`src/rtl/fpu_sequencer_if.sv`:
```
`default_nettype none
// ============================================================================
// Module   : fpu_sequencer_if
// Purpose  : Core request channel plus the four FP-unit AXI-Stream channels.
// Revision : 1.0
// ============================================================================
interface fpu_sequencer_if;
    logic        REQ_VALID, REQ_READY;
    logic [2:0]  REQ_OP;
    logic [31:0] REQ_A, REQ_B;
    logic        BUSY, DONE, ERR;
    logic [31:0] RESULT;

    logic [31:0] ADDSUB_A_TDATA, ADDSUB_B_TDATA, ADDSUB_R_TDATA;
    logic        ADDSUB_A_TVALID, ADDSUB_B_TVALID, ADDSUB_A_TREADY, ADDSUB_B_TREADY;
    logic        ADDSUB_R_TVALID, ADDSUB_R_TREADY;
    logic [7:0]  ADDSUB_OP_TDATA;
    logic        ADDSUB_OP_TVALID, ADDSUB_OP_TREADY;

    logic [31:0] MUL_A_TDATA, MUL_B_TDATA, MUL_R_TDATA;
    logic        MUL_A_TVALID, MUL_B_TVALID, MUL_A_TREADY, MUL_B_TREADY;
    logic        MUL_R_TVALID, MUL_R_TREADY;

    logic [31:0] DIV_A_TDATA, DIV_B_TDATA, DIV_R_TDATA;
    logic        DIV_A_TVALID, DIV_B_TVALID, DIV_A_TREADY, DIV_B_TREADY;
    logic        DIV_R_TVALID, DIV_R_TREADY;

    logic [31:0] COMP_A_TDATA, COMP_B_TDATA, COMP_R_TDATA;
    logic        COMP_A_TVALID, COMP_B_TVALID, COMP_A_TREADY, COMP_B_TREADY;
    logic        COMP_R_TVALID, COMP_R_TREADY;
    logic [7:0]  COMP_OP_TDATA;
    logic        COMP_OP_TVALID, COMP_OP_TREADY;

    // master: the sequencer; slave: core and FP units
    modport master (
        input  REQ_VALID, REQ_OP, REQ_A, REQ_B,
        output REQ_READY, BUSY, DONE, ERR, RESULT,
        output ADDSUB_A_TDATA, ADDSUB_B_TDATA, ADDSUB_A_TVALID, ADDSUB_B_TVALID, ADDSUB_R_TREADY,
        output ADDSUB_OP_TDATA, ADDSUB_OP_TVALID,
        input  ADDSUB_A_TREADY, ADDSUB_B_TREADY, ADDSUB_R_TDATA, ADDSUB_R_TVALID, ADDSUB_OP_TREADY,
        output MUL_A_TDATA, MUL_B_TDATA, MUL_A_TVALID, MUL_B_TVALID, MUL_R_TREADY,
        input  MUL_A_TREADY, MUL_B_TREADY, MUL_R_TDATA, MUL_R_TVALID,
        output DIV_A_TDATA, DIV_B_TDATA, DIV_A_TVALID, DIV_B_TVALID, DIV_R_TREADY,
        input  DIV_A_TREADY, DIV_B_TREADY, DIV_R_TDATA, DIV_R_TVALID,
        output COMP_A_TDATA, COMP_B_TDATA, COMP_A_TVALID, COMP_B_TVALID, COMP_R_TREADY,
        output COMP_OP_TDATA, COMP_OP_TVALID,
        input  COMP_A_TREADY, COMP_B_TREADY, COMP_R_TDATA, COMP_R_TVALID, COMP_OP_TREADY
    );

    modport slave (
        output REQ_VALID, REQ_OP, REQ_A, REQ_B,
        input  REQ_READY, BUSY, DONE, ERR, RESULT,
        input  ADDSUB_A_TDATA, ADDSUB_B_TDATA, ADDSUB_A_TVALID, ADDSUB_B_TVALID, ADDSUB_R_TREADY,
        input  ADDSUB_OP_TDATA, ADDSUB_OP_TVALID,
        output ADDSUB_A_TREADY, ADDSUB_B_TREADY, ADDSUB_R_TDATA, ADDSUB_R_TVALID, ADDSUB_OP_TREADY,
        input  MUL_A_TDATA, MUL_B_TDATA, MUL_A_TVALID, MUL_B_TVALID, MUL_R_TREADY,
        output MUL_A_TREADY, MUL_B_TREADY, MUL_R_TDATA, MUL_R_TVALID,
        input  DIV_A_TDATA, DIV_B_TDATA, DIV_A_TVALID, DIV_B_TVALID, DIV_R_TREADY,
        output DIV_A_TREADY, DIV_B_TREADY, DIV_R_TDATA, DIV_R_TVALID,
        input  COMP_A_TDATA, COMP_B_TDATA, COMP_A_TVALID, COMP_B_TVALID, COMP_R_TREADY,
        input  COMP_OP_TDATA, COMP_OP_TVALID,
        output COMP_A_TREADY, COMP_B_TREADY, COMP_R_TDATA, COMP_R_TVALID, COMP_OP_TREADY
    );
endinterface
`default_nettype wire

```
`src/rtl/fpu_sequencer.sv`:
```
`default_nettype none
// ============================================================================
// Module   : fpu_sequencer
// Purpose  : Issues one FP request to an AXI-Stream unit and returns its result.
// Revision : 1.0
// ============================================================================
module fpu_sequencer #(
    parameter int TIMEOUT_W = 8
) (
    input  logic            CLK,
    input  logic            RST_N,
    fpu_sequencer_if.master bus
);
    localparam int   CW      = (TIMEOUT_W > 0) ? TIMEOUT_W : 1;
    localparam int   WD_LAST = (1 << CW) - 2;
    localparam logic WD_EN   = (TIMEOUT_W > 0);

    localparam logic [1:0] U_ADDSUB = 2'd0;
    localparam logic [1:0] U_MUL    = 2'd1;
    localparam logic [1:0] U_DIV    = 2'd2;
    localparam logic [1:0] U_COMP   = 2'd3;
    localparam logic [2:0] OP_ILLEGAL = 3'd7;

    typedef enum logic [2:0] {S_IDLE, S_ISSUE, S_WAIT, S_RESP, S_FLUSH} state_t;
    state_t state, state_nxt;

    function automatic logic [1:0] unit_of(input logic [2:0] op);
        case (op)
            3'd0, 3'd1: unit_of = U_ADDSUB;
            3'd2:       unit_of = U_MUL;
            3'd3:       unit_of = U_DIV;
            default:    unit_of = U_COMP;
        endcase
    endfunction

    function automatic logic [7:0] opcode_of(input logic [2:0] op);
        case (op)
            3'd1:    opcode_of = 8'h01;
            3'd4:    opcode_of = 8'h14;
            3'd5:    opcode_of = 8'h0C;
            3'd6:    opcode_of = 8'h1C;
            default: opcode_of = 8'h00;
        endcase
    endfunction

    logic [2:0]    op_q;
    logic [31:0]   a_q, b_q, result;
    logic [7:0]    opc_q;
    logic          a_vld, b_vld, o_vld, a_sent, b_sent, o_sent;
    logic          r_rdy, done, err;
    logic [CW-1:0] wd_cnt;

    logic [1:0]    unit;
    logic          need_op, is_cmp, a_rdy, b_rdy, o_rdy, r_vld;
    logic [31:0]   r_data;
    logic          accept, issue_done, wd_fire, timeout, capture;

    assign unit    = unit_of(op_q);
    assign need_op = (unit == U_ADDSUB) || (unit == U_COMP);
    assign is_cmp  = (unit == U_COMP);

    always_comb begin
        a_rdy  = 1'b0;
        b_rdy  = 1'b0;
        o_rdy  = 1'b0;
        r_vld  = 1'b0;
        r_data = '0;
        case (unit)
            U_ADDSUB: begin
                a_rdy = bus.ADDSUB_A_TREADY; b_rdy = bus.ADDSUB_B_TREADY;
                o_rdy = bus.ADDSUB_OP_TREADY;
                r_vld = bus.ADDSUB_R_TVALID; r_data = bus.ADDSUB_R_TDATA;
            end
            U_MUL: begin
                a_rdy = bus.MUL_A_TREADY; b_rdy = bus.MUL_B_TREADY;
                r_vld = bus.MUL_R_TVALID; r_data = bus.MUL_R_TDATA;
            end
            U_DIV: begin
                a_rdy = bus.DIV_A_TREADY; b_rdy = bus.DIV_B_TREADY;
                r_vld = bus.DIV_R_TVALID; r_data = bus.DIV_R_TDATA;
            end
            default: begin
                a_rdy = bus.COMP_A_TREADY; b_rdy = bus.COMP_B_TREADY;
                o_rdy = bus.COMP_OP_TREADY;
                r_vld = bus.COMP_R_TVALID; r_data = bus.COMP_R_TDATA;
            end
        endcase
    end

    assign accept     = (state == S_IDLE) && bus.REQ_VALID;
    assign issue_done = (a_sent || (a_vld && a_rdy)) && (b_sent || (b_vld && b_rdy)) &&
                        (!need_op || o_sent || (o_vld && o_rdy));
    assign wd_fire    = WD_EN && (wd_cnt == WD_LAST[CW-1:0]);

    always_ff @(posedge CLK) begin
        if (!RST_N) state <= S_IDLE;
        else        state <= state_nxt;
    end

    always_comb begin
        state_nxt = state;
        case (state)
            S_IDLE:  if (accept) state_nxt = (bus.REQ_OP == OP_ILLEGAL) ? S_RESP : S_ISSUE;
            S_ISSUE: if (wd_fire) state_nxt = S_FLUSH;
                     else if (issue_done) state_nxt = S_WAIT;
            // a result arriving on the terminal cycle still wins over the abort
            S_WAIT:  if (r_vld) state_nxt = S_RESP;
                     else if (wd_fire) state_nxt = S_FLUSH;
            S_RESP:  state_nxt = S_IDLE;
            S_FLUSH: if (r_vld || wd_fire) state_nxt = S_IDLE;
            default: state_nxt = S_IDLE;
        endcase
    end

    assign timeout = (state == S_ISSUE || state == S_WAIT) && (state_nxt == S_FLUSH);
    assign capture = (state == S_WAIT) && r_vld;

    always_ff @(posedge CLK) begin
        if (!RST_N) begin
            op_q <= '0; a_q <= '0; b_q <= '0; opc_q <= '0;
            a_vld <= 1'b0; b_vld <= 1'b0; o_vld <= 1'b0;
            a_sent <= 1'b0; b_sent <= 1'b0; o_sent <= 1'b0;
            r_rdy <= 1'b0; done <= 1'b0; err <= 1'b0;
            result <= '0; wd_cnt <= '0;
        end else begin
            if (accept) op_q <= bus.REQ_OP;
            // operand and opcode data only live on the bus while issuing
            a_q   <= (state_nxt != S_ISSUE) ? '0 : (accept ? bus.REQ_A : a_q);
            b_q   <= (state_nxt != S_ISSUE) ? '0 : (accept ? bus.REQ_B : b_q);
            opc_q <= (state_nxt != S_ISSUE) ? '0 : (accept ? opcode_of(bus.REQ_OP) : opc_q);
            a_vld <= (state_nxt == S_ISSUE) && (accept || (a_vld && !a_rdy));
            b_vld <= (state_nxt == S_ISSUE) && (accept || (b_vld && !b_rdy));
            o_vld <= (state_nxt == S_ISSUE) &&
                     (accept ? (unit_of(bus.REQ_OP) == U_ADDSUB || unit_of(bus.REQ_OP) == U_COMP)
                             : (o_vld && !o_rdy));
            a_sent <= !accept && (a_sent || (a_vld && a_rdy));
            b_sent <= !accept && (b_sent || (b_vld && b_rdy));
            o_sent <= !accept && (o_sent || (o_vld && o_rdy));
            r_rdy  <= (state_nxt == S_WAIT) || (state_nxt == S_FLUSH);
            done   <= (state_nxt == S_RESP) || timeout;
            err    <= (accept && state_nxt == S_RESP) || timeout;

            if (accept || timeout)                          wd_cnt <= '0;
            else if (state == S_ISSUE || state == S_WAIT ||
                     state == S_FLUSH)                      wd_cnt <= wd_cnt + 1'b1;

            if (accept && state_nxt == S_RESP) result <= '0;
            else if (capture)                  result <= is_cmp ? {31'b0, r_data[0]} : r_data;
            else if (timeout)                  result <= is_cmp ? 32'h0 : 32'h7FC00000;
        end
    end

    assign bus.REQ_READY = (state == S_IDLE) && RST_N;
    assign bus.BUSY      = (state == S_ISSUE) || (state == S_WAIT) || (state == S_FLUSH);
    assign bus.DONE      = done;
    assign bus.ERR       = err;
    assign bus.RESULT    = result;

    assign bus.ADDSUB_A_TVALID  = a_vld && (unit == U_ADDSUB);
    assign bus.ADDSUB_B_TVALID  = b_vld && (unit == U_ADDSUB);
    assign bus.ADDSUB_OP_TVALID = o_vld && (unit == U_ADDSUB);
    assign bus.ADDSUB_R_TREADY  = r_rdy && (unit == U_ADDSUB);
    assign bus.ADDSUB_A_TDATA   = (unit == U_ADDSUB) ? a_q : '0;
    assign bus.ADDSUB_B_TDATA   = (unit == U_ADDSUB) ? b_q : '0;
    assign bus.ADDSUB_OP_TDATA  = (unit == U_ADDSUB) ? opc_q : '0;

    assign bus.MUL_A_TVALID = a_vld && (unit == U_MUL);
    assign bus.MUL_B_TVALID = b_vld && (unit == U_MUL);
    assign bus.MUL_R_TREADY = r_rdy && (unit == U_MUL);
    assign bus.MUL_A_TDATA  = (unit == U_MUL) ? a_q : '0;
    assign bus.MUL_B_TDATA  = (unit == U_MUL) ? b_q : '0;

    assign bus.DIV_A_TVALID = a_vld && (unit == U_DIV);
    assign bus.DIV_B_TVALID = b_vld && (unit == U_DIV);
    assign bus.DIV_R_TREADY = r_rdy && (unit == U_DIV);
    assign bus.DIV_A_TDATA  = (unit == U_DIV) ? a_q : '0;
    assign bus.DIV_B_TDATA  = (unit == U_DIV) ? b_q : '0;

    assign bus.COMP_A_TVALID  = a_vld && (unit == U_COMP);
    assign bus.COMP_B_TVALID  = b_vld && (unit == U_COMP);
    assign bus.COMP_OP_TVALID = o_vld && (unit == U_COMP);
    assign bus.COMP_R_TREADY  = r_rdy && (unit == U_COMP);
    assign bus.COMP_A_TDATA   = (unit == U_COMP) ? a_q : '0;
    assign bus.COMP_B_TDATA   = (unit == U_COMP) ? b_q : '0;
    assign bus.COMP_OP_TDATA  = (unit == U_COMP) ? opc_q : '0;
endmodule
`default_nettype wire

```
`src/flat_wrapper.sv`:
```
// flat-port wrapper written by rule: the top's interface ports become plain ports
module fpu_sequencer_flat 
#(
    parameter int TIMEOUT_W = 8
)
  (CLK, RST_N, bus_REQ_VALID, bus_REQ_OP, bus_REQ_A, bus_REQ_B, bus_REQ_READY, bus_BUSY, bus_DONE, bus_ERR, bus_RESULT, bus_ADDSUB_A_TDATA, bus_ADDSUB_B_TDATA, bus_ADDSUB_A_TVALID, bus_ADDSUB_B_TVALID, bus_ADDSUB_R_TREADY, bus_ADDSUB_OP_TDATA, bus_ADDSUB_OP_TVALID, bus_ADDSUB_A_TREADY, bus_ADDSUB_B_TREADY, bus_ADDSUB_R_TDATA, bus_ADDSUB_R_TVALID, bus_ADDSUB_OP_TREADY, bus_MUL_A_TDATA, bus_MUL_B_TDATA, bus_MUL_A_TVALID, bus_MUL_B_TVALID, bus_MUL_R_TREADY, bus_MUL_A_TREADY, bus_MUL_B_TREADY, bus_MUL_R_TDATA, bus_MUL_R_TVALID, bus_DIV_A_TDATA, bus_DIV_B_TDATA, bus_DIV_A_TVALID, bus_DIV_B_TVALID, bus_DIV_R_TREADY, bus_DIV_A_TREADY, bus_DIV_B_TREADY, bus_DIV_R_TDATA, bus_DIV_R_TVALID, bus_COMP_A_TDATA, bus_COMP_B_TDATA, bus_COMP_A_TVALID, bus_COMP_B_TVALID, bus_COMP_R_TREADY, bus_COMP_OP_TDATA, bus_COMP_OP_TVALID, bus_COMP_A_TREADY, bus_COMP_B_TREADY, bus_COMP_R_TDATA, bus_COMP_R_TVALID, bus_COMP_OP_TREADY);
  fpu_sequencer_if bus_i ();
  input  logic CLK;
  input  logic RST_N;
  input wire logic [$bits(bus_i.REQ_VALID)-1:0] bus_REQ_VALID;
  input wire logic [$bits(bus_i.REQ_OP)-1:0] bus_REQ_OP;
  input wire logic [$bits(bus_i.REQ_A)-1:0] bus_REQ_A;
  input wire logic [$bits(bus_i.REQ_B)-1:0] bus_REQ_B;
  output wire logic [$bits(bus_i.REQ_READY)-1:0] bus_REQ_READY;
  output wire logic [$bits(bus_i.BUSY)-1:0] bus_BUSY;
  output wire logic [$bits(bus_i.DONE)-1:0] bus_DONE;
  output wire logic [$bits(bus_i.ERR)-1:0] bus_ERR;
  output wire logic [$bits(bus_i.RESULT)-1:0] bus_RESULT;
  output wire logic [$bits(bus_i.ADDSUB_A_TDATA)-1:0] bus_ADDSUB_A_TDATA;
  output wire logic [$bits(bus_i.ADDSUB_B_TDATA)-1:0] bus_ADDSUB_B_TDATA;
  output wire logic [$bits(bus_i.ADDSUB_A_TVALID)-1:0] bus_ADDSUB_A_TVALID;
  output wire logic [$bits(bus_i.ADDSUB_B_TVALID)-1:0] bus_ADDSUB_B_TVALID;
  output wire logic [$bits(bus_i.ADDSUB_R_TREADY)-1:0] bus_ADDSUB_R_TREADY;
  output wire logic [$bits(bus_i.ADDSUB_OP_TDATA)-1:0] bus_ADDSUB_OP_TDATA;
  output wire logic [$bits(bus_i.ADDSUB_OP_TVALID)-1:0] bus_ADDSUB_OP_TVALID;
  input wire logic [$bits(bus_i.ADDSUB_A_TREADY)-1:0] bus_ADDSUB_A_TREADY;
  input wire logic [$bits(bus_i.ADDSUB_B_TREADY)-1:0] bus_ADDSUB_B_TREADY;
  input wire logic [$bits(bus_i.ADDSUB_R_TDATA)-1:0] bus_ADDSUB_R_TDATA;
  input wire logic [$bits(bus_i.ADDSUB_R_TVALID)-1:0] bus_ADDSUB_R_TVALID;
  input wire logic [$bits(bus_i.ADDSUB_OP_TREADY)-1:0] bus_ADDSUB_OP_TREADY;
  output wire logic [$bits(bus_i.MUL_A_TDATA)-1:0] bus_MUL_A_TDATA;
  output wire logic [$bits(bus_i.MUL_B_TDATA)-1:0] bus_MUL_B_TDATA;
  output wire logic [$bits(bus_i.MUL_A_TVALID)-1:0] bus_MUL_A_TVALID;
  output wire logic [$bits(bus_i.MUL_B_TVALID)-1:0] bus_MUL_B_TVALID;
  output wire logic [$bits(bus_i.MUL_R_TREADY)-1:0] bus_MUL_R_TREADY;
  input wire logic [$bits(bus_i.MUL_A_TREADY)-1:0] bus_MUL_A_TREADY;
  input wire logic [$bits(bus_i.MUL_B_TREADY)-1:0] bus_MUL_B_TREADY;
  input wire logic [$bits(bus_i.MUL_R_TDATA)-1:0] bus_MUL_R_TDATA;
  input wire logic [$bits(bus_i.MUL_R_TVALID)-1:0] bus_MUL_R_TVALID;
  output wire logic [$bits(bus_i.DIV_A_TDATA)-1:0] bus_DIV_A_TDATA;
  output wire logic [$bits(bus_i.DIV_B_TDATA)-1:0] bus_DIV_B_TDATA;
  output wire logic [$bits(bus_i.DIV_A_TVALID)-1:0] bus_DIV_A_TVALID;
  output wire logic [$bits(bus_i.DIV_B_TVALID)-1:0] bus_DIV_B_TVALID;
  output wire logic [$bits(bus_i.DIV_R_TREADY)-1:0] bus_DIV_R_TREADY;
  input wire logic [$bits(bus_i.DIV_A_TREADY)-1:0] bus_DIV_A_TREADY;
  input wire logic [$bits(bus_i.DIV_B_TREADY)-1:0] bus_DIV_B_TREADY;
  input wire logic [$bits(bus_i.DIV_R_TDATA)-1:0] bus_DIV_R_TDATA;
  input wire logic [$bits(bus_i.DIV_R_TVALID)-1:0] bus_DIV_R_TVALID;
  output wire logic [$bits(bus_i.COMP_A_TDATA)-1:0] bus_COMP_A_TDATA;
  output wire logic [$bits(bus_i.COMP_B_TDATA)-1:0] bus_COMP_B_TDATA;
  output wire logic [$bits(bus_i.COMP_A_TVALID)-1:0] bus_COMP_A_TVALID;
  output wire logic [$bits(bus_i.COMP_B_TVALID)-1:0] bus_COMP_B_TVALID;
  output wire logic [$bits(bus_i.COMP_R_TREADY)-1:0] bus_COMP_R_TREADY;
  output wire logic [$bits(bus_i.COMP_OP_TDATA)-1:0] bus_COMP_OP_TDATA;
  output wire logic [$bits(bus_i.COMP_OP_TVALID)-1:0] bus_COMP_OP_TVALID;
  input wire logic [$bits(bus_i.COMP_A_TREADY)-1:0] bus_COMP_A_TREADY;
  input wire logic [$bits(bus_i.COMP_B_TREADY)-1:0] bus_COMP_B_TREADY;
  input wire logic [$bits(bus_i.COMP_R_TDATA)-1:0] bus_COMP_R_TDATA;
  input wire logic [$bits(bus_i.COMP_R_TVALID)-1:0] bus_COMP_R_TVALID;
  input wire logic [$bits(bus_i.COMP_OP_TREADY)-1:0] bus_COMP_OP_TREADY;
  assign bus_i.REQ_VALID = bus_REQ_VALID;
  assign bus_i.REQ_OP = bus_REQ_OP;
  assign bus_i.REQ_A = bus_REQ_A;
  assign bus_i.REQ_B = bus_REQ_B;
  assign bus_REQ_READY = bus_i.REQ_READY;
  assign bus_BUSY = bus_i.BUSY;
  assign bus_DONE = bus_i.DONE;
  assign bus_ERR = bus_i.ERR;
  assign bus_RESULT = bus_i.RESULT;
  assign bus_ADDSUB_A_TDATA = bus_i.ADDSUB_A_TDATA;
  assign bus_ADDSUB_B_TDATA = bus_i.ADDSUB_B_TDATA;
  assign bus_ADDSUB_A_TVALID = bus_i.ADDSUB_A_TVALID;
  assign bus_ADDSUB_B_TVALID = bus_i.ADDSUB_B_TVALID;
  assign bus_ADDSUB_R_TREADY = bus_i.ADDSUB_R_TREADY;
  assign bus_ADDSUB_OP_TDATA = bus_i.ADDSUB_OP_TDATA;
  assign bus_ADDSUB_OP_TVALID = bus_i.ADDSUB_OP_TVALID;
  assign bus_i.ADDSUB_A_TREADY = bus_ADDSUB_A_TREADY;
  assign bus_i.ADDSUB_B_TREADY = bus_ADDSUB_B_TREADY;
  assign bus_i.ADDSUB_R_TDATA = bus_ADDSUB_R_TDATA;
  assign bus_i.ADDSUB_R_TVALID = bus_ADDSUB_R_TVALID;
  assign bus_i.ADDSUB_OP_TREADY = bus_ADDSUB_OP_TREADY;
  assign bus_MUL_A_TDATA = bus_i.MUL_A_TDATA;
  assign bus_MUL_B_TDATA = bus_i.MUL_B_TDATA;
  assign bus_MUL_A_TVALID = bus_i.MUL_A_TVALID;
  assign bus_MUL_B_TVALID = bus_i.MUL_B_TVALID;
  assign bus_MUL_R_TREADY = bus_i.MUL_R_TREADY;
  assign bus_i.MUL_A_TREADY = bus_MUL_A_TREADY;
  assign bus_i.MUL_B_TREADY = bus_MUL_B_TREADY;
  assign bus_i.MUL_R_TDATA = bus_MUL_R_TDATA;
  assign bus_i.MUL_R_TVALID = bus_MUL_R_TVALID;
  assign bus_DIV_A_TDATA = bus_i.DIV_A_TDATA;
  assign bus_DIV_B_TDATA = bus_i.DIV_B_TDATA;
  assign bus_DIV_A_TVALID = bus_i.DIV_A_TVALID;
  assign bus_DIV_B_TVALID = bus_i.DIV_B_TVALID;
  assign bus_DIV_R_TREADY = bus_i.DIV_R_TREADY;
  assign bus_i.DIV_A_TREADY = bus_DIV_A_TREADY;
  assign bus_i.DIV_B_TREADY = bus_DIV_B_TREADY;
  assign bus_i.DIV_R_TDATA = bus_DIV_R_TDATA;
  assign bus_i.DIV_R_TVALID = bus_DIV_R_TVALID;
  assign bus_COMP_A_TDATA = bus_i.COMP_A_TDATA;
  assign bus_COMP_B_TDATA = bus_i.COMP_B_TDATA;
  assign bus_COMP_A_TVALID = bus_i.COMP_A_TVALID;
  assign bus_COMP_B_TVALID = bus_i.COMP_B_TVALID;
  assign bus_COMP_R_TREADY = bus_i.COMP_R_TREADY;
  assign bus_COMP_OP_TDATA = bus_i.COMP_OP_TDATA;
  assign bus_COMP_OP_TVALID = bus_i.COMP_OP_TVALID;
  assign bus_i.COMP_A_TREADY = bus_COMP_A_TREADY;
  assign bus_i.COMP_B_TREADY = bus_COMP_B_TREADY;
  assign bus_i.COMP_R_TDATA = bus_COMP_R_TDATA;
  assign bus_i.COMP_R_TVALID = bus_COMP_R_TVALID;
  assign bus_i.COMP_OP_TREADY = bus_COMP_OP_TREADY;
  fpu_sequencer #(.TIMEOUT_W(TIMEOUT_W)) u_core (.CLK(CLK), .RST_N(RST_N), .bus(bus_i));
endmodule
```
`config.mk`:
```
export PLATFORM = sky130hd
export DESIGN_NAME = fpu_sequencer_flat
export DESIGN_NICKNAME = d
export VERILOG_FILES = /design/src/rtl/fpu_sequencer_if.sv /design/src/rtl/fpu_sequencer.sv /design/src/flat_wrapper.sv
export SDC_FILE = /design/constraint.sdc
export NUM_CORES = 1
export LEC_CHECK = 0
export CAP_MARGIN = 40
export CORE_AREA = 2 2 210 212
export DETAILED_ROUTE_END_ITERATION = 7
export DIE_AREA = 0 0 212 214
export SETUP_SLACK_MARGIN = 0.3
export SLEW_MARGIN = 25
export SYNTH_ARGS = -nofsm -noshare
export SYNTH_HDL_FRONTEND = slang
export SYNTH_SLANG_ARGS = --single-unit
export TNS_END_PERCENT = 5
```
`constraint.sdc`:
```
create_clock -name CLK -period 3 [get_ports CLK]
set_input_delay 0.9 -clock CLK [delete_from_list [all_inputs] [get_ports CLK]]
set_output_delay 0.9 -clock CLK [all_outputs]
set_load 0.005 [all_outputs]
```
Word-level counts from Yosys, hierarchy flattened --
Cells that the tools add are included.
Storage, ports and cells: logic and storage cells 139, output and inout bits 322, bits in registers 127
Operators by class: mux-type cells 32, add/subtract/negate cells 1, reductions and logical operators 66, equal/unequal tests 23, bitwise operators 1
Operators by type and width (number):
- 32-bit 2-to-1 mux | 11
- 32-bit case mux with 3 select lines | 1
- 1-bit logical AND | 33
- 31-bit 2-to-1 mux | 1
- 3-bit by 2-bit equality test with 1-bit output, second input constant | 7
- 5-bit case mux with 4 select lines | 1
- 3-bit equality test, second input constant | 6
- 3-bit 2-to-1 mux | 6
- 1-bit logical OR | 16
- 8-bit 2-to-1 mux | 2
- 3-bit by 1-bit equality test with 1-bit output, second input constant | 4
- 2-bit case mux with 3 select lines | 2
- 3-bit case mux with 4 select lines | 1
- 2-bit OR reduction | 6
- 3-bit zero test | 3
- 1-bit case mux with 3 select lines | 3
- 8-bit by 1-bit adder with 8-bit output, second input constant | 1
- 8-bit equality test, second input constant | 1
- 2-bit equality test, second input constant | 3
- 1-bit zero test | 5
- 2-bit zero test | 2
- 2-bit 2-to-1 mux | 2
- 3-bit by 1-bit != test with 1-bit output, second input constant | 1
- 2-bit by 1-bit equality test with 1-bit output, second input constant | 1
- 4 further kinds | 4

Longest topological paths before layout --
word-level depth 16, gate-level depth with buffers 8, depth with buffers taken out 7

Least setup slack after synthesis --
Ideal clock, no wire load.
path type input port to flip-flop, from input port bus_ADDSUB_B_TREADY, to register u_core.a_q[0], slack 0.436 ns, stages on the path 6, required time 2.867 ns, setup time 0.133 ns, path buffers 1, arrival 2.430 ns, path through or3b_2 a21oi_1 o21ai_1 o31ai_4 clkbuf_1 nor4_1
Between the ends: longest elaborated chain between the ends 10
RTL lines:
- start: declaration | line flat_wrapper.sv:27 | input wire logic [$bits(bus_i.ADDSUB_B_TREADY)-1:0] bus_ADDSUB_B_TREADY;
- 1-bit case mux with 3 select lines | line fpu_sequencer.sv:68 | case (unit)
- 1-bit logical AND | line fpu_sequencer.sv:91 | assign issue_done = (a_sent || (a_vld && a_rdy)) && (b_sent || (b_vld && b_rdy)) &&
- 1-bit logical OR | line fpu_sequencer.sv:91
- 1-bit logical AND (2 in a row) | line fpu_sequencer.sv:91
- 3-bit 2-to-1 mux | line fpu_sequencer.sv:105 | else if (issue_done) state_nxt = S_WAIT;
- 3-bit 2-to-1 mux | line fpu_sequencer.sv:104 | S_ISSUE: if (wd_fire) state_nxt = S_FLUSH;
- 3-bit case mux with 4 select lines | line fpu_sequencer.sv:102 | case (state)
- 3-bit by 1-bit != test with 1-bit output | line fpu_sequencer.sv:128 | a_q <= (state_nxt != S_ISSUE) ? '0 : (accept ? bus.REQ_A : a_q);
- 2-bit OR reduction (no line)
- end signal: assignment | line fpu_sequencer.sv:128
- end: declaration | line fpu_sequencer.sv:47 | logic [31:0] a_q, b_q, result;
No other way between the ends. A chain may end at the register's enable or synchronous reset.

Final worst setup path --
from register u_core.op_q[1], to output port bus_DIV_A_TVALID
Between the ends: longest elaborated chain between the ends 5, elaborated cells on any way between the ends 8, those cells by class 4 x eq/ne; 1 x mux; 3 x reduce/logical
RTL lines:
- start: declaration | line fpu_sequencer.sv:46 | logic [2:0] op_q;
- start signal: assignment | line fpu_sequencer.sv:126 | if (accept) op_q <= bus.REQ_OP;
- 3-bit by 1-bit equality test with 1-bit output or 3-bit zero test (tied branches) | line fpu_sequencer.sv:28 | case (op)
- 2-bit OR reduction | line fpu_sequencer.sv:28
- 2-bit case mux with 3 select lines * | line fpu_sequencer.sv:28
- 2-bit equality test * | line fpu_sequencer.sv:173 | assign bus.DIV_A_TVALID = a_vld && (unit == U_DIV);
- 1-bit logical AND * | line fpu_sequencer.sv:173
- end: declaration | line flat_wrapper.sv:42 | output wire logic [$bits(bus_i.DIV_A_TVALID)-1:0] bus_DIV_A_TVALID;
Every way passes the cells marked *; elsewhere a longest branch is shown, timed or not.

==> results.sh <==
export IMPL_clk_pin_slew_ps=60
export IMPL_cts_root_buf="clkbuf_16"
export IMPL_yosys_area_share_adder=0.00330
export IMPL_seqCellArea_um2=2480
export IMPL_cts_sinks=123
export IMPL_tightest_slew_ps=706
export IMPL_setup_tns_ps=0
export IMPL_synthFlopType="dfxtp_1"
export IMPL_slowest_stage="dfxtp_4"
export IMPL_synth_top_area_frac=0.325
export IMPL_cpPeakStageDelay_ps=430
export IMPL_fmax_ghz=0.349
export IMPL_p_leak_nw=7.28
export IMPL_crit_path_start_kind="flop"
export IMPL_nFillCells=4245
export IMPL_synth_xor_area_frac=0.00809
export IMPL_clk_latency_ps=430
export IMPL_path_cells="nor2b_4, buf_12, buf_8, buf_16, buf_12, buf_6, and3_4, buf_6"
export IMPL_areaGrowthSynthToFinish_pct=111
export IMPL_worstPathRequired_ps=2100
export IMPL_antenna_found_initial=2
export IMPL_min_period_ps=2860
export IMPL_dp_final_hpwl_mm=26.6
export IMPL_cts_tree="built"
export IMPL_synth_edf_count=0
export IMPL_status="completed"
export IMPL_chipHeight_um=214
export IMPL_slew_viol_final=0
export IMPL_grt_max_degree=70
export IMPL_drive_gt1_frac=0.322
export IMPL_fp_dieW_um=212
export IMPL_yosysSeqAreaShare=0.325
export IMPL_pin_count=534
export IMPL_cts_path_max_buffers=2
export IMPL_total_power_mw=5.62
export IMPL_cp_end_kind="output port"
export IMPL_clock_skew_ps=14.3
export IMPL_crit_path_start="u_core.op_q[1]"
export IMPL_grt_usage=0.181
export IMPL_syn_area_um2=7570
export IMPL_synth_compound_area_frac=0.116
export IMPL_syn_avg_cell_area_um2=8.27
export IMPL_synth_area_leaders="dfxtp_1 33%, and2_1 18%, mux2i_1 13%"
export IMPL_ys_ff_latch=123
export IMPL_setup_viol=0
export IMPL_p_per_area_nw_per_um2=351
export IMPL_via_per_inst=4.41
export IMPL_overflow=0
export IMPL_drtIter0Drc=412
export IMPL_multiInputGateArea_um2=5220
export IMPL_crit_type="flop to output port"
export IMPL_r2r_start="u_core.op_q[2]"
export IMPL_rsz0062_at_grt="true"
export IMPL_synth_distinct_cells=53
export IMPL_muxShareOfSynthArea=0.133
export IMPL_hold_path_class="flop to flop"
export IMPL_gp_congestion=0.868
export IMPL_fin_nets=1668
export IMPL_yosysTopAreaCell="dfxtp_1"
export IMPL_routedWlPerCell_um=20.9
export IMPL_synth_simple_gate_area_frac=0.352
export IMPL_first_pass_iters=5
export IMPL_syn_inst=916
export IMPL_maxCapViolCount=0
export IMPL_port_buffers=494
export IMPL_period_share=0.954
export IMPL_min_from="u_core.bus.RESULT[20]"
export IMPL_ir_worst_vdd_v=0.000311
export IMPL_hold_viol_final=0
export IMPL_synthArstFlopShare=0
export IMPL_path_max_fanout=8
export IMPL_start_util=0.177
export IMPL_h_tree_depth=4
export IMPL_synth_top_family_by_area="simple AND/OR/NAND/NOR gates"
export IMPL_drcViolationCount=0
export IMPL_worstPathArrival_ps=1960
export IMPL_post_route_util=0.373
export IMPL_grt_pass1_vias=8846
export IMPL_cts_buffers=17
export IMPL_ys_warnings_count=0
export IMPL_grt_pass1_wl_mm=60.3
export IMPL_antenna_left=0
export IMPL_rows=76
export IMPL_vias=9055
export IMPL_core_area_um2=42900
export IMPL_slew_headroom=0.524
export IMPL_wl_mm=43.0
export IMPL_dieArea_um2=45400
[synth_stat cells (2+ instances only)]
cell       number
a211oi_1        2
a21oi_1        33
a31oi_1         4
and2_1        213
and3_1         68
buf_1           9
buf_2          25
buf_4           9
clkbuf_1       58
dfxtp_1       123
ha_1            2
inv_1           7
mux2i_1        98
nand2_1        37
nand2b_1        3
nand3_1         5
nand4_1         4
nor2_1         29
nor3_1          7
nor3b_1         3
nor4_1         71
nor4b_1         2
o211a_1         3
o211ai_2        2
o21a_1          2
o21ai_0        29
o21ai_1         3
o2bb2ai_1      32
or2_2           2
or3_1           2
or3b_1          2
xnor2_1         3
xor2_1          4
[worst max-delay path: cells and delay by family, from the launching register on]
kind | cells | cell delay (ps)
buf+inv | 6 | 680
simple gates | 2 | 420
flops | 1 | 430
[registers in the layout, summed over array words and instances (netlist names), 3 cells and up]
register,flops
u_core.bus.RESULT,32
u_core.b_q,32
u_core.state,3
u_core.wd_cnt,8
u_core.a_q,32
u_core.opc_q,4
u_core.op_q,3
[through the flow]
step	setup slack, ps	cell area [µm²]	std cells	hold WS, ps
2_1_floorplan	436	7600	923	437
5_1_grt	70.2	16000	2052	480
3_5_place_dp	-211	13300	1939	445
3_3_place_gp	-186	13300	1939	446
6_report	138	16000	2053	459
4_1_cts	30.5	15100	2048	464
[logic make-up after synthesis]
family / after synthesis
AND/OR/NAND/NOR: 452
AO/OA/AOI/OAI: 123
flip-flops: 123
buffers and inverters: 108
multiplexers: 100
XOR/XNOR: 7
adder cells (fa/ha/maj): 2
other: 1
[cell type report]
class | instances | area share
diodes | 1 | 0.000157
clock buffers | 22 | 0.0297
clock inverters | 10 | 0.00869
inverters | 7 | 0.00164
multi-input cells | 692 | 0.327
flip-flops and latches | 123 | 0.155
well taps | 585 | 0.0458
repair buffers | 613 | 0.433
[worst paths after layout]
| kind | endpoint | slack [ps] | depth (start not counted) |
|---|---|---|---|
| worst max register to register | u_core.b_q[9] | 370 | 9 |
| worst min register to register | u_core.bus.RESULT[20] | 460 | 1 |
| worst min-delay path | u_core.bus.RESULT[20] | 460 | 1 |
| worst max-delay path | bus_DIV_A_TVALID | 140 | 8 |
[where the power goes]
part	switching (mW)	total (mW)	leakage, nW	internal (mW)
Clock	0.804	2.18	0.300	1.37
Combinational	0.726	1.64	5.98	0.913
Sequential	0.101	1.80	1.00	1.70
[layout by cell type, fill, tap and decap left out, types with 29 or more instances in the layout]
| cell type | count |
|---|---|
| o21ai_0 | 29 |
| dfxtp_1 | 118 |
| and3_4 | 54 |
| dlymetal6s2s_1 | 51 |
| mux2i_1 | 98 |
| clkbuf_2 | 40 |
| buf_6 | 132 |
| nor4_1 | 69 |
| and2_1 | 141 |
| o2bb2ai_1 | 32 |
| nand2_1 | 37 |
| a21oi_1 | 32 |
| clkdlybuf4s50_1 | 273 |
| buf_12 | 34 |
| and2_4 | 72 |
[routing by layer]
metal  up-vias  share of wire  GRT usage  routed length (µm)
li1       4293              -          -                   -
met1      4375           0.41      0.220               17800
met2       348           0.50      0.323               21600
met3        37          0.064     0.0425                2740
met4         2          0.019     0.0390                 833
met5         -        0.00023          0                  10
[what timing repair did]
action / CTS / global route
cloned: 23 / 0
hold buffers: 0 / 0
endpoints found under the hold margin: 0 / 0
setup buffers: 54 / 4
endpoints found under the setup margin: 385 / 386
resized for setup: 292 / 701
pin swaps: 2 / 6
Note: power is estimated with default switching activity, not from simulation.
